**config.mk**
```make
export PLATFORM = sky130hd
export DESIGN_NAME = fifo_rr_arbiter_flat
export DESIGN_NICKNAME = d
export VERILOG_FILES = /design/src/rtl/fifo_rr_arbiter_if.sv /design/src/rtl/fifo_rr_arbiter.sv /design/src/flat_wrapper.sv
export SDC_FILE = /design/constraint.sdc
export NUM_CORES = 1
export LEC_CHECK = 0
export CAP_MARGIN = 25
export CORE_ASPECT_RATIO = 2
export CORE_MARGIN = 2
export CORE_UTILIZATION = 40
export CTS_CLUSTER_SIZE = 25
export DETAILED_ROUTE_END_ITERATION = 8
export GPL_ROUTABILITY_DRIVEN = 0
export HOLD_SLACK_MARGIN = 0.02
export PLACE_DENSITY = 0.87
export SYNTH_ARGS = -nofsm -noshare
export SYNTH_HDL_FRONTEND = slang
export SYNTH_SLANG_ARGS = --single-unit
```
**constraint.sdc**
```tcl
create_clock -name clk -period 3.92 [get_ports clk]
set_input_delay 0.392 -clock clk [delete_from_list [all_inputs] [get_ports clk]]
set_output_delay 0.392 -clock clk [all_outputs]
set_load 0.01 [all_outputs]
```
**src/rtl/fifo_rr_arbiter_if.sv**
```systemverilog
// fifo_rr_arbiter_if: arbiter bus (state, source FIFO flags/data/pops, destination push/data/grant, idle); master = arbiter, slave = FIFO side
interface fifo_rr_arbiter_if #(
  parameter int DATA_W = 10,
  parameter int N_CH   = 4,
  parameter int PTR_W  = 2
);
  logic [3:0]             state;
  logic [N_CH-1:0]        fifo_empty;
  logic [N_CH*DATA_W-1:0] fifo_data;
  logic [N_CH-1:0]        fifo_pop;
  logic                   dest_almost_full;
  logic                   push_out;
  logic [DATA_W-1:0]      data_out;
  logic [PTR_W-1:0]       grant_ch;
  logic                   idle;
  modport master (
    input  state, fifo_empty, fifo_data, dest_almost_full,
    output fifo_pop, push_out, data_out, grant_ch, idle
  );
  modport slave (
    output state, fifo_empty, fifo_data, dest_almost_full,
    input  fifo_pop, push_out, data_out, grant_ch, idle
  );
endinterface

```
**src/rtl/fifo_rr_arbiter.sv**
```systemverilog
// fifo_rr_arbiter: round-robin pop of N_CH source FIFOs forwarded as 2-cycle-latency pushes; ports clk, reset (async high), bus (master modport)
module fifo_rr_arbiter #(
  parameter int DATA_W = 10,
  parameter int N_CH   = 4,
  parameter int PTR_W  = 2
) (
  input  logic               clk,
  input  logic               reset,
  fifo_rr_arbiter_if.master  bus
);
  logic [PTR_W-1:0] ptr, sel, idx, pop_ch, cap_ch;
  logic             found, go, cap_valid;
  always_comb begin
    sel   = ptr;
    idx   = '0;
    found = 1'b0;
    for (int k = 0; k < N_CH; k++) begin
      idx = ptr + PTR_W'(k);
      if (!found && !bus.fifo_empty[idx]) begin
        sel   = idx;
        found = 1'b1;
      end
    end
  end
  assign go       = (bus.state == 4'b1000) && !bus.dest_almost_full && found;
  assign bus.idle = ~|bus.fifo_pop & ~cap_valid & ~bus.push_out & (&bus.fifo_empty);
  always_ff @(posedge clk or posedge reset) begin
    if (reset) begin
      bus.fifo_pop <= '0;
      bus.push_out <= 1'b0;
      bus.data_out <= '0;
      bus.grant_ch <= '0;
      ptr          <= '0;
      pop_ch       <= '0;
      cap_ch       <= '0;
      cap_valid    <= 1'b0;
    end else begin
      bus.fifo_pop <= go ? N_CH'(1) << sel : '0;
      ptr          <= go ? sel + 1'b1 : ptr;
      pop_ch       <= sel;
      cap_valid    <= |bus.fifo_pop;
      cap_ch       <= pop_ch;
      bus.push_out <= cap_valid;
      bus.data_out <= cap_valid ? bus.fifo_data[cap_ch*DATA_W +: DATA_W] : bus.data_out;
      bus.grant_ch <= cap_valid ? cap_ch : bus.grant_ch;
    end
  end
endmodule

```
**src/flat_wrapper.sv**
```systemverilog
// flat-port wrapper written by rule: the top's interface ports become plain ports
module fifo_rr_arbiter_flat 
#(
  parameter int DATA_W = 10,
  parameter int N_CH   = 4,
  parameter int PTR_W  = 2
)
  (clk, reset, bus_state, bus_fifo_empty, bus_fifo_data, bus_dest_almost_full, bus_fifo_pop, bus_push_out, bus_data_out, bus_grant_ch, bus_idle);
  fifo_rr_arbiter_if #(.DATA_W(DATA_W), .N_CH(N_CH), .PTR_W(PTR_W)) bus_i ();
  input  logic clk;
  input  logic reset;
  input wire logic [$bits(bus_i.state)-1:0] bus_state;
  input wire logic [$bits(bus_i.fifo_empty)-1:0] bus_fifo_empty;
  input wire logic [$bits(bus_i.fifo_data)-1:0] bus_fifo_data;
  input wire logic [$bits(bus_i.dest_almost_full)-1:0] bus_dest_almost_full;
  output wire logic [$bits(bus_i.fifo_pop)-1:0] bus_fifo_pop;
  output wire logic [$bits(bus_i.push_out)-1:0] bus_push_out;
  output wire logic [$bits(bus_i.data_out)-1:0] bus_data_out;
  output wire logic [$bits(bus_i.grant_ch)-1:0] bus_grant_ch;
  output wire logic [$bits(bus_i.idle)-1:0] bus_idle;
  assign bus_i.state = bus_state;
  assign bus_i.fifo_empty = bus_fifo_empty;
  assign bus_i.fifo_data = bus_fifo_data;
  assign bus_i.dest_almost_full = bus_dest_almost_full;
  assign bus_fifo_pop = bus_i.fifo_pop;
  assign bus_push_out = bus_i.push_out;
  assign bus_data_out = bus_i.data_out;
  assign bus_grant_ch = bus_i.grant_ch;
  assign bus_idle = bus_i.idle;
  fifo_rr_arbiter #(.DATA_W(DATA_W), .N_CH(N_CH), .PTR_W(PTR_W)) u_core (.clk(clk), .reset(reset), .bus(bus_i));
endmodule
```
==> key figures <==
Timing
  • Crit path time final: 2.38 ns
  • Setup TNS: 0 ns
  • Pins Over Slew Limit: 0
  • Worst Tran Pin Value: 0.868 ns
  • Worst-case clock skew: roughly 0.007 ns
  • RSZ-0062 raised after global routing: no
  • Final hold viol count: 0
  • Headroom to the max-slew limit: around 42%
  • Highest clock rate: 420 MHz
  • Fin crit share: 60.7%
  • Setup violators final: 0

GRT
  • Total Routing Usage GR: 19.8%
  • Grt total ovfl: 0
  • First-pass GRT wire length: approximately 5000 µm
  • Pin count of the biggest net entering global routing: 25
  • Vias in the first global route: 1,125
  • Met2 GRT Util: 37.2%
  • M3 GR Usage: 5.17%
  • Met1 Use GR: 17.7%
  • Initial antenna violation count: 0
  • Most Crowded Layer GR: met2

Cells and area
  • Antenna Cells: 0
  • Share of cells above drive strength 1: ~18%
  • Area delta synth->final: 65.0%
  • Most frequent cells in the layout: 68 x clkdlybuf4s50_1, 24 x dfrtp_1, 12 x mux2_2
  • Finished Cell Area: 0.00193 mm²
  • FILL cells: 202
  • Fin nets: roughly 200
  • Most common cell after layout, fill and taps aside: clkdlybuf4s50_1

Die
  • Die Width: 42.2 µm
  • Number of cell rows: 27
  • Die height: about 80 µm
  • Initial core utilization: around 42%
  • IO Count: 69
  • Core ar.: 0.00277 mm²
  • Die area: 0.00340 mm²

Yosys
  • Cells after Synth: between 80 and 90
  • Mapped Area: 0.00117 mm²
  • Ys Warns: 0
  • Mux cell area share after synthesis: 30.8%
  • Fraction of the mapped netlist area in simple logic gates: 7.92%
  • Post-synthesis xor/xnor area fraction: 0.749%
  • Combinational family with the most area after synthesis: multiplexers
  • Compound-Gate Fraction of Synth Area: 6.75%
  • Net count after synthesis: approximately 130
  • Avg Synthesized Cell Area: ~14 µm²
  • Post-synthesis sequential area ratio: between 50% and 60%
  • Synthesized-area fraction occupied by adder cells: 0%
  • FF+latch count, synth: 24
  • Post-synth cell types: 24

Clock tree
  • Clock tree buffer depth: 2
  • Cts bufs inserted: 3
  • CTS sink cnt: 24
  • H-tree lvl count: 1
  • Post-CTS Setup Inserts: 0
  • # hold bufs at CTS: 0
  • CTS tree: yes
  • Reg clk slew, reported paths: 0.07 ns
  • Worst-Skew Late Latency: ~0.26 ns
  • Resized Gates After CTS: 0
  • Root cell of the clock tree: clkbuf_8

Detailed routing
  • Pre-antenna DRT Iters: 3
  • Drt total wl: 3090 µm
  • Residual DRC: 0
  • ANT nets after route: 0
  • Wire per inst: 17.3 µm
  • Drt initial violations: 9
  • Vias: 980
  • Routed vias/inst: ~5.5

Critical path
  • Crit path max fanout: 7
  • CP arrival: approximately 2 ns
  • Startpoint Class: input port
  • Critical setup path kind: in -> out
  • Required @ worst endpoint: approximately 3.5 ns
  • Worst R2R Setup Slack: 2.20 ns
  • Crit end category: output pin

Min path
  • Worst min path class: reg -> reg

Job
  • Max-cap violations: 0

Pwr
  • Power per cell area: 518 mW/mm²
  • Leak: 0.789 nW
  • Peak supply drop: 303 µV

Status
  • Outcome: completed

Placement
  • Detailed placer's ending HPWL: 2580 µm
  • Placed instance area: 0.00187 mm²
  • IO Port Bufs: 68
[critical path, cell delays in order]
cell	delay, ns
clkdlybuf4s50_1	0.57
nand4_1	0.18
nor4_1	0.26
clkdlybuf4s50_1	0.59
[cells by family (layout without fill, tap and decap cells)]
| group | after synthesis | in the layout |
|---|---|---|
| buffers and inverters | 7 | 76 |
| AO/OA/AOI/OAI | 10 | 10 |
| AND/OR/NAND/NOR | 17 | 17 |
| multiplexers | 22 | 22 |
| flip-flops | 24 | 24 |
| XOR/XNOR | 1 | 1 |
[cell type report]
cell class | count | area, µm² | area share (%)
Tap cell | 29 | 36.3 | 1.88
Inverter | 4 | 15.0 | 0.779
Multi-Input combinational cell | 50 | 541 | 28.0
Timing Repair Buffer | 68 | 681 | 35.3
Clock buffer | 4 | 55.1 | 2.86
Sequential cell | 24 | 601 | 31.1
[path summary, 6_finish.rpt]
kind | start | to | cells after the start
worst max register to register | u_core.cap_ch[0] | u_core.bus.data_out[5] | 2
worst max-delay path | bus_fifo_empty[3] | bus_idle | 4
worst min register to register | u_core.pop_ch[1] | u_core.cap_ch[1] | 0
worst min-delay path | u_core.pop_ch[1] | u_core.cap_ch[1] | 0
min in group asynchronous | reset | u_core.bus.data_out[9] | 2
max in group asynchronous | reset | u_core.pop_ch[0] | 2
[synth_stat cells (all sizes together)]
library cell	number	share of area, %
dfrtp	24	51
mux2	12	12
mux4	10	19
o21ai	6	2.6
inv	4	1.3
nand2	3	0.96
nor2	3	0.96
buf	2	0.75
nand2b	2	1.1
nor3	2	0.86
nor4	2	1.1
a21oi	1	0.43
a221oi	1	2.2
a2bb2oi	1	0.75
a311oi	1	0.75
and2b	1	0.64
and3b	1	0.75
clkbuf	1	0.32
nand3	1	0.43
nand4	1	0.54
or4	1	0.64
xor2	1	0.75
[routing by layer]
metal | routed length (µm) | share of wire, %
met5 | 0 | 0
met4 | 112 | 3.6
met3 | 233 | 7.5
met2 | 1830 | 59
met1 | 916 | 30
[flip-flops by register name, indices dropped and copies added (netlist names)]
register and cells:
u_core.pop_ch 2, u_core.bus.grant_ch 2, u_core.bus.push_out 1, u_core.cap_ch 2
u_core.bus.data_out 10, u_core.bus.fifo_pop 4, u_core.cap_valid 1, u_core.ptr 2
[power by group]
part | switching (W) | internal (W)
clock | 0.0000721 | 0.0000896
sequential | 0.0000881 | 0.000331
combinational | 0.000135 | 0.000284
[metrics by stage]
step / worst slack (ns) / power (W) / util [%] / instances / hold slack [ns]
2_1_floorplan: 2.23 / 0.000628 / - / 81 / 0.331
3_3_place_gp: 1.58 / 0.000831 / 67.6 / 175 / 0.334
3_5_place_dp: 1.57 / 0.000852 / 67.6 / 175 / 0.345
4_1_cts: 1.54 / 0.00102 / 69.6 / 179 / 0.363
5_1_grt: 1.43 / 0.00106 / 69.6 / 179 / 0.375
6_report: 1.54 / 0.00100 / 69.6 / 179 / 0.355
Power figures use the tool's default switching activity.
